--- src/rtl/regfile_wb_arbiter.sv ---
// Writeback arbiter for the register file write port, plus a busy scoreboard
// that marks registers with an outstanding write for RAW stall detection.
module regfile_wb_arbiter #(
  parameter int DW = 32,
  parameter int AW = 5
) (
  input  logic              clk,
  input  logic              rst,
  input  logic              r0_valid,
  output logic              r0_ready,
  input  logic [AW-1:0]     r0_addr,
  input  logic [DW-1:0]     r0_data,
  input  logic              r1_valid,
  output logic              r1_ready,
  input  logic [AW-1:0]     r1_addr,
  input  logic [DW-1:0]     r1_data,
  input  logic              iss_valid,
  input  logic [AW-1:0]     iss_rd,
  input  logic [AW-1:0]     rs1,
  input  logic [AW-1:0]     rs2,
  output logic              rs1_busy,
  output logic              rs2_busy,
  output logic [(1<<AW)-1:0] busy_vec,
  output logic              rf_we,
  output logic [AW-1:0]     rf_waddr,
  output logic [DW-1:0]     rf_wdat
);
  localparam int NREG = 1 << AW;

  // Handshake: a transfer happens on a cycle where valid && ready; a requester
  // holds addr/data stable while valid && !ready. ready never depends on rf_*
  // or busy, only on the valids, prio and rst.

  logic            prio;     // 0 = req0 wins contention, 1 = req1 wins
  logic            contend;
  logic            xfer0;
  logic            xfer1;
  logic [NREG-1:0] busy;
  logic [NREG-1:0] busy_next;

  always_comb begin
    contend  = r0_valid && r1_valid;
    r0_ready = !rst && r0_valid && (!r1_valid || !prio);
    r1_ready = !rst && r1_valid && (!r0_valid || prio);
    xfer0    = r0_valid && r0_ready;
    xfer1    = r1_valid && r1_ready;
  end

  // Clear happens on the same edge as the register file commit; a set on the
  // same register in that cycle wins because a newer writer is pending.
  always_comb begin
    busy_next = busy;
    if (rf_we) busy_next[rf_waddr] = 1'b0;
    if (iss_valid && (iss_rd != '0)) busy_next[iss_rd] = 1'b1;
    busy_next[0] = 1'b0;
  end

  always_comb begin
    busy_vec = busy;
    rs1_busy = busy[rs1];
    rs2_busy = busy[rs2];
  end

  always_ff @(posedge clk) begin
    if (rst) begin
      prio     <= 1'b0;
      rf_we    <= 1'b0;
      rf_waddr <= '0;
      rf_wdat  <= '0;
      busy     <= '0;
    end else begin
      // After contention the loser gets priority next time.
      if (contend) prio <= ~prio;
      if (xfer0) begin
        rf_we    <= (r0_addr != '0);
        rf_waddr <= r0_addr;
        rf_wdat  <= r0_data;
      end else if (xfer1) begin
        rf_we    <= (r1_addr != '0);
        rf_waddr <= r1_addr;
        rf_wdat  <= r1_data;
      end else begin
        rf_we <= 1'b0;
      end
      busy <= busy_next;
    end
  end
endmodule

--- config.mk ---
export PLATFORM = sky130hd
export DESIGN_NAME = regfile_wb_arbiter
export DESIGN_NICKNAME = d
export VERILOG_FILES = /design/src/rtl/regfile_wb_arbiter.sv
export SDC_FILE = /design/constraint.sdc
export NUM_CORES = 1
export LEC_CHECK = 0
export ABC_CLOCK_PERIOD_IN_PS = 1960
export CAP_MARGIN = 15
export CORE_MARGIN = 2
export CORE_UTILIZATION = 41
export DETAILED_ROUTE_END_ITERATION = 8
export PLACE_DENSITY_LB_ADDON = 0.2
export SETUP_SLACK_MARGIN = 0.5
export SKIP_CTS_REPAIR_TIMING = 1
export SLEW_MARGIN = 10
export SYNTH_ARGS = -nofsm -noshare
export SYNTH_HDL_FRONTEND = slang
export SYNTH_SLANG_ARGS = --single-unit
--- constraint.sdc ---
create_clock -name clk -period 1.96 [get_ports clk]
set_input_delay 0.392 -clock clk [delete_from_list [all_inputs] [get_ports clk]]
set_output_delay 0.392 -clock clk [all_outputs]
set_load 0.02 [all_outputs]
Word-level counts from Yosys, hierarchy flattened
Cells that the tools add are included.
- word-level logic and storage cells: 52
- input bits: 94
- flip-flop bits (word level): 71
- output and inout port bits: 74
- bitwise gates (word level): 4
- magnitude comparators: 6
- reductions and logical operators: 20
- mux-type cells: 16
- operators with widths (kind ; count):
    32-bit 2-to-1 mux ; 4
    32-bit bitwise AND ; 1
    32-bit NOT ; 1
    32-bit OR ; 1
    5-bit by 6-bit < comparator with 1-bit output (second input constant) ; 4
    5-bit nonzero test ; 3
    1-bit binary-select mux with 5-bit select ; 2
    1-bit demux with 5-bit select ; 2
    5-bit by 1-bit greater-or-equal comparator with 1-bit output (second input constant) ; 2
    1-bit logical AND ; 10
    5-bit 2-to-1 mux ; 2
    1-bit 2-to-1 mux ; 6
    1-bit zero test ; 4
    1-bit logical OR ; 2
    2-bit nonzero test ; 1
    1-bit NOT ; 1

Logic depth before layout (Yosys ltp)
Gate-level depths: netlist of run 1.
- word-level depth: 9
- mapped depth: 7
- gate-level depth less buffers: 5

Least setup slack after synthesis of run 1
Ideal clock, no wire load.
- kind: input-to-output
- from: input rs1[0]
- to: output rs1_busy
- buffers on the path: 1
- arrival: 1528 ps
- required time: 1568 ps
- stages on the path: 5
- path slack: 40 ps
- cells stage by stage: buf_2 mux4_2 nand2b_1 o211ai_1 nand4_1
- word-level cells in the longest chain between the ends: 2
- RTL lines (element ; RTL line ; RTL):
    start, declared ; 19 ; input logic [AW-1:0] rs1,
    1-bit binary-select mux with 5-bit select ; 60 ; rs1_busy = busy[rs1];
    1-bit 2-to-1 mux (not written as such) ; 60 ;
    end, declared ; 21 ; output logic rs1_busy,
No other way between the ends. The select of a mux whose other input is x is not followed.

Worst setup path after layout of run 1
- from: register busy[7], in the netlist busy_vec[7]
- to: output rs2_busy
- word-level cells in the longest chain between the ends: 2
- RTL lines (element ; RTL line ; RTL):
    start, declared ; 38 ; logic [NREG-1:0] busy;
    start signal, assigned ; 85 ; busy <= busy_next;
    1-bit binary-select mux with 5-bit select ; 61 ; rs2_busy = busy[rs2];
    1-bit 2-to-1 mux (not written as such) ; 61 ;
    end, declared ; 22 ; output logic rs2_busy,
No other way between the ends. The select of a mux whose other input is x is not followed.

==> results.py, run 1 <==
metrics = {
    "route": {
        "routed-via-count": 3880,
        "drtIter0Drc": 276,
        "route.final.wire_length_um": 11600,
        "first_pass_iters": 9,
        "final_antenna_net_count": 0,
        "wl_per_cell_um": 16.8,
        "via_per_inst": 5.62,
        "drc": 0,
    },
    "finish": {
        "drive_gt1_share_pct": 17.7,
        "diodes": 0,
        "fillers": 654,
        "fin_nets": 676,
        "area_growth_pct": 70.3,
        "instances_no_fill": 691,
    },
    "run_status": {
        "failed_checks": "setup timing",
        "status": "finished, violations left",
    },
    "setup_path": {
        "start_kind": "flop",
        "crit_required_ns": 1.57,
        "crit_buf_inv": 1,
        "cp_slowest_cell": "mux4_2",
        "crit_family": "multiplexers",
        "crit_fanout": 3,
        "crit_type": "reg -> out",
        "worst_setup_path_end_kind": "output pin",
        "critPathMaxStageDelay_ns": 0.47,
        "crit_chain": "mux4_2, nand2b_4, o211ai_1, nand4_1, buf_4",
        "arrival_ns": 1.67,
    },
    "pwr": {
        "clkPwrFrac_pct": 34.6,
        "irDropWorstVdd_mv": 0.417,
        "powerDensity_mw_per_mm2": 619,
        "p_seq_share_pct": 43.0,
        "swShare_pct": 26.6,
        "p_switching_uw": 947,
        "pwr-share-comb_pct": 22.4,
        "internal_power_uw": 2620,
        "power.total_uw": 3560,
        "leakage_uw": 0.00322,
    },
    "place": {
        "gp_congestion": 0.913,
        "portBuffers": 166,
        "dp_cells": 675,
        "hpwlAfterDp_um": 8660,
        "preCtsSetupSlack_ns": -0.885,
    },
    "timing": {
        "min_period_ns": 2.06,
        "slew_viol_final": 0,
        "min_period_over_period_pct": 105,
        "fmax_ghz": 0.486,
        "grt_setup_unrepaired": "yes",
        "finalHoldViolCount": 0,
        "setup_slack_ns": -0.0993,
        "final-setup-viol-count": 2,
        "fin_skew_ns": 0.00679,
    },
    "floorplan": {
        "initial_core_util_pct": 41.8,
        "ios": 168,
        "die_h_um": 94.8,
        "core_mm2": 0.00809,
        "die_x_um": 94.8,
        "fp.dieArea_mm2": 0.00899,
        "rows": 33,
    },
    "run": {
        "max_cap_viol_count": 0,
    },
    "synth": {
        "synth_cells": 390,
        "synth_top_family_by_area": "compound AO/OA/AOI/OAI gates",
        "synth.distinct_cells": 35,
        "synthMuxAreaShare_pct": 11.7,
        "syn_avg_cell_area_um2": 8.67,
        "yosysWarnings": 0,
        "synth.ff_latch_count": 70,
        "synth_area_mm2": 0.00338,
        "synthAdderAreaFrac_pct": 0,
        "synthXorXnorAreaFrac_pct": 0.259,
        "yosys.area_share.simple_pct": 19.0,
        "seq_area_frac_synth_pct": 41.5,
        "synth_compound_area_share_pct": 22.9,
        "synth_fp_nets": 484,
    },
    "cts": {
        "cts.path.max_buffers": 2,
        "cts_tree": "yes",
        "cts_made_buffers": 9,
        "clkLatencyLatePin_ns": 0.34,
        "htreeDepth": 3,
        "clk_pin_slew_ns": 0.07,
        "clock-sinks": 70,
        "clock-root-buffer": "clkbuf_8",
    },
    "global_route": {
        "gr-usage-all-layers_pct": 25.2,
        "gr-total-overflow": 0,
        "grt_start_max_net_pins": 38,
        "first_global_vias": 3665,
        "antenna_found_initial": 0,
        "grt_pass1_wl_um": 17600,
    },
    "min_path": {
        "hold_class": "reg -> reg",
    },
}
[final cells by class]
| type | instances | area [um^2] | share of cell area, % |
|---|---|---|---|
| tap | 105 | 131 | 2.28 |
| clock inverter | 5 | 75.1 | 1.30 |
| sequential | 70 | 1410 | 24.5 |
| clock buffer | 10 | 128 | 2.22 |
| timing repair buffer | 212 | 2110 | 36.7 |
| inverter | 3 | 11.3 | 0.196 |
| multi-input combinational | 286 | 1890 | 32.8 |
[flip-flops by register name (all words and copies together) (netlist names)]
name,cells
busy_vec,31
prio,1
rf_waddr,5
rf_wdat,32
rf_we,1
[metal layers]
layer,GRT usage (%),part of all wire [%],vias up
met1,29.9,39,1820
met3,7.66,9.2,18
met2,42.2,51,191
met4,10.7,1.6,0
met5,0,0,-
li1,-,-,1851
[stage by stage]
| step | utilization, % | hold slack, ns | setup TNS, ns | cell area, um^2 |
|---|---|---|---|---|
| after floorplan | - | 0.501 | 0 | 3450 |
| after global placement | 66.9 | 0.478 | -2.12 | 5420 |
| after detailed placement | 66.9 | 0.490 | -2.22 | 5420 |
| after CTS | 69.4 | 0.502 | -2.23 | 5620 |
| after global routing | 71.1 | 0.528 | -0.291 | 5760 |
| final | 71.1 | 0.496 | -0.183 | 5760 |
[final timing paths]
kind              cells after the start                        to                startpoint  slack, ns
hold reg to reg                       2  rf_wdat[17]$_SDFFE_PP0P_  rf_wdat[17]$_SDFFE_PP0P_       0.50
setup reg to reg                      4    busy_vec[4]$_SDFF_PP0_  rf_waddr[4]$_SDFFE_PP0P_       0.57
hold / removal                        2  rf_wdat[17]$_SDFFE_PP0P_  rf_wdat[17]$_SDFFE_PP0P_       0.50
setup / recovery                      5                  rs2_busy    busy_vec[7]$_SDFF_PP0_       -0.1
[cells in the mapped netlist, drive strengths merged]
cell     instances  area, um^2
or3b             2        17.5
a22oi            5        37.5
a21oi           37         185
or2              1        6.26
or4              2        15.0
clkbuf          15        56.3
and3             2        12.5
nand2           41         154
o22ai            2        12.5
nand2b           4        25.0
conb             1        3.75
or3              1        6.26
mux4             6         135
nor2            45         171
nand4            2        12.5
nor2b            7        43.8
mux2i           26         260
inv              3        11.3
nand3b           6        45.0
nand3           10        50.1
o21ai           34         170
o2111ai          2        17.5
dfxtp           70        1400
and3b            3        26.3
xor2             1        8.76
a211oi          10        75.1
nor3b            5        42.5
nor3             3        15.0
buf             16        87.6
o211ai           2        15.0
a222oi          26         260
[logic make-up (layout without fill, tap and decap cells)]
| family | Yosys count | after routing |
|---|---|---|
| AO/OA/AOI/OAI | 118 | 118 |
| AND/OR/NAND/NOR | 134 | 134 |
| other | 1 | 1 |
| flip-flops | 70 | 70 |
| XOR/XNOR | 1 | 1 |
| buffers and inverters | 34 | 230 |
| multiplexers | 32 | 32 |
[worst min-delay path: cells and delay by family, from the launching register on]
family,cells,cell delay [ns]
AO/OA/AOI/OAI,1,0.05
flip-flops,1,0.31
AND/OR/NAND/NOR,1,0.09
[power groups by stage]
stage	combinational [uW]	sequential (uW)	clock [uW]
final	799	1530	1230
after global routing	854	1540	1310
after CTS	815	1530	1240
after detailed placement	812	1560	0
after global placement	798	1560	0
after floorplan	299	1630	0
[layout by cell type, fill, tap and decap left out, types with 3 or more instances in the layout]
| cell type | count |
|---|---|
| buf_6 | 3 |
| mux2i_1 | 26 |
| nor3_1 | 3 |
| buf_4 | 45 |
| mux4_2 | 6 |
| a222oi_1 | 26 |
| nand2_1 | 40 |
| nand3b_1 | 6 |
| dfxtp_2 | 3 |
| dlymetal6s2s_1 | 66 |
| nor2_1 | 44 |
| nand2b_4 | 4 |
| nor3b_2 | 4 |
| nand3_1 | 10 |
| o21ai_0 | 34 |
| clkbuf_8 | 9 |
| clkdlybuf4s50_1 | 82 |
| a21oi_1 | 37 |
| nor2b_1 | 6 |
| a22oi_1 | 5 |
| clkbuf_2 | 13 |
| a211oi_1 | 10 |
| dfxtp_1 | 66 |
| and3b_1 | 3 |
| clkinv_2 | 3 |
Power figures use the tool's default switching activity.
==> run 2: changes to the inputs <==
Settings changed: CAP_MARGIN 15 to 20.
==> results of run 2 <==
Final layout, timing and power as in run 1 (identical DEF).
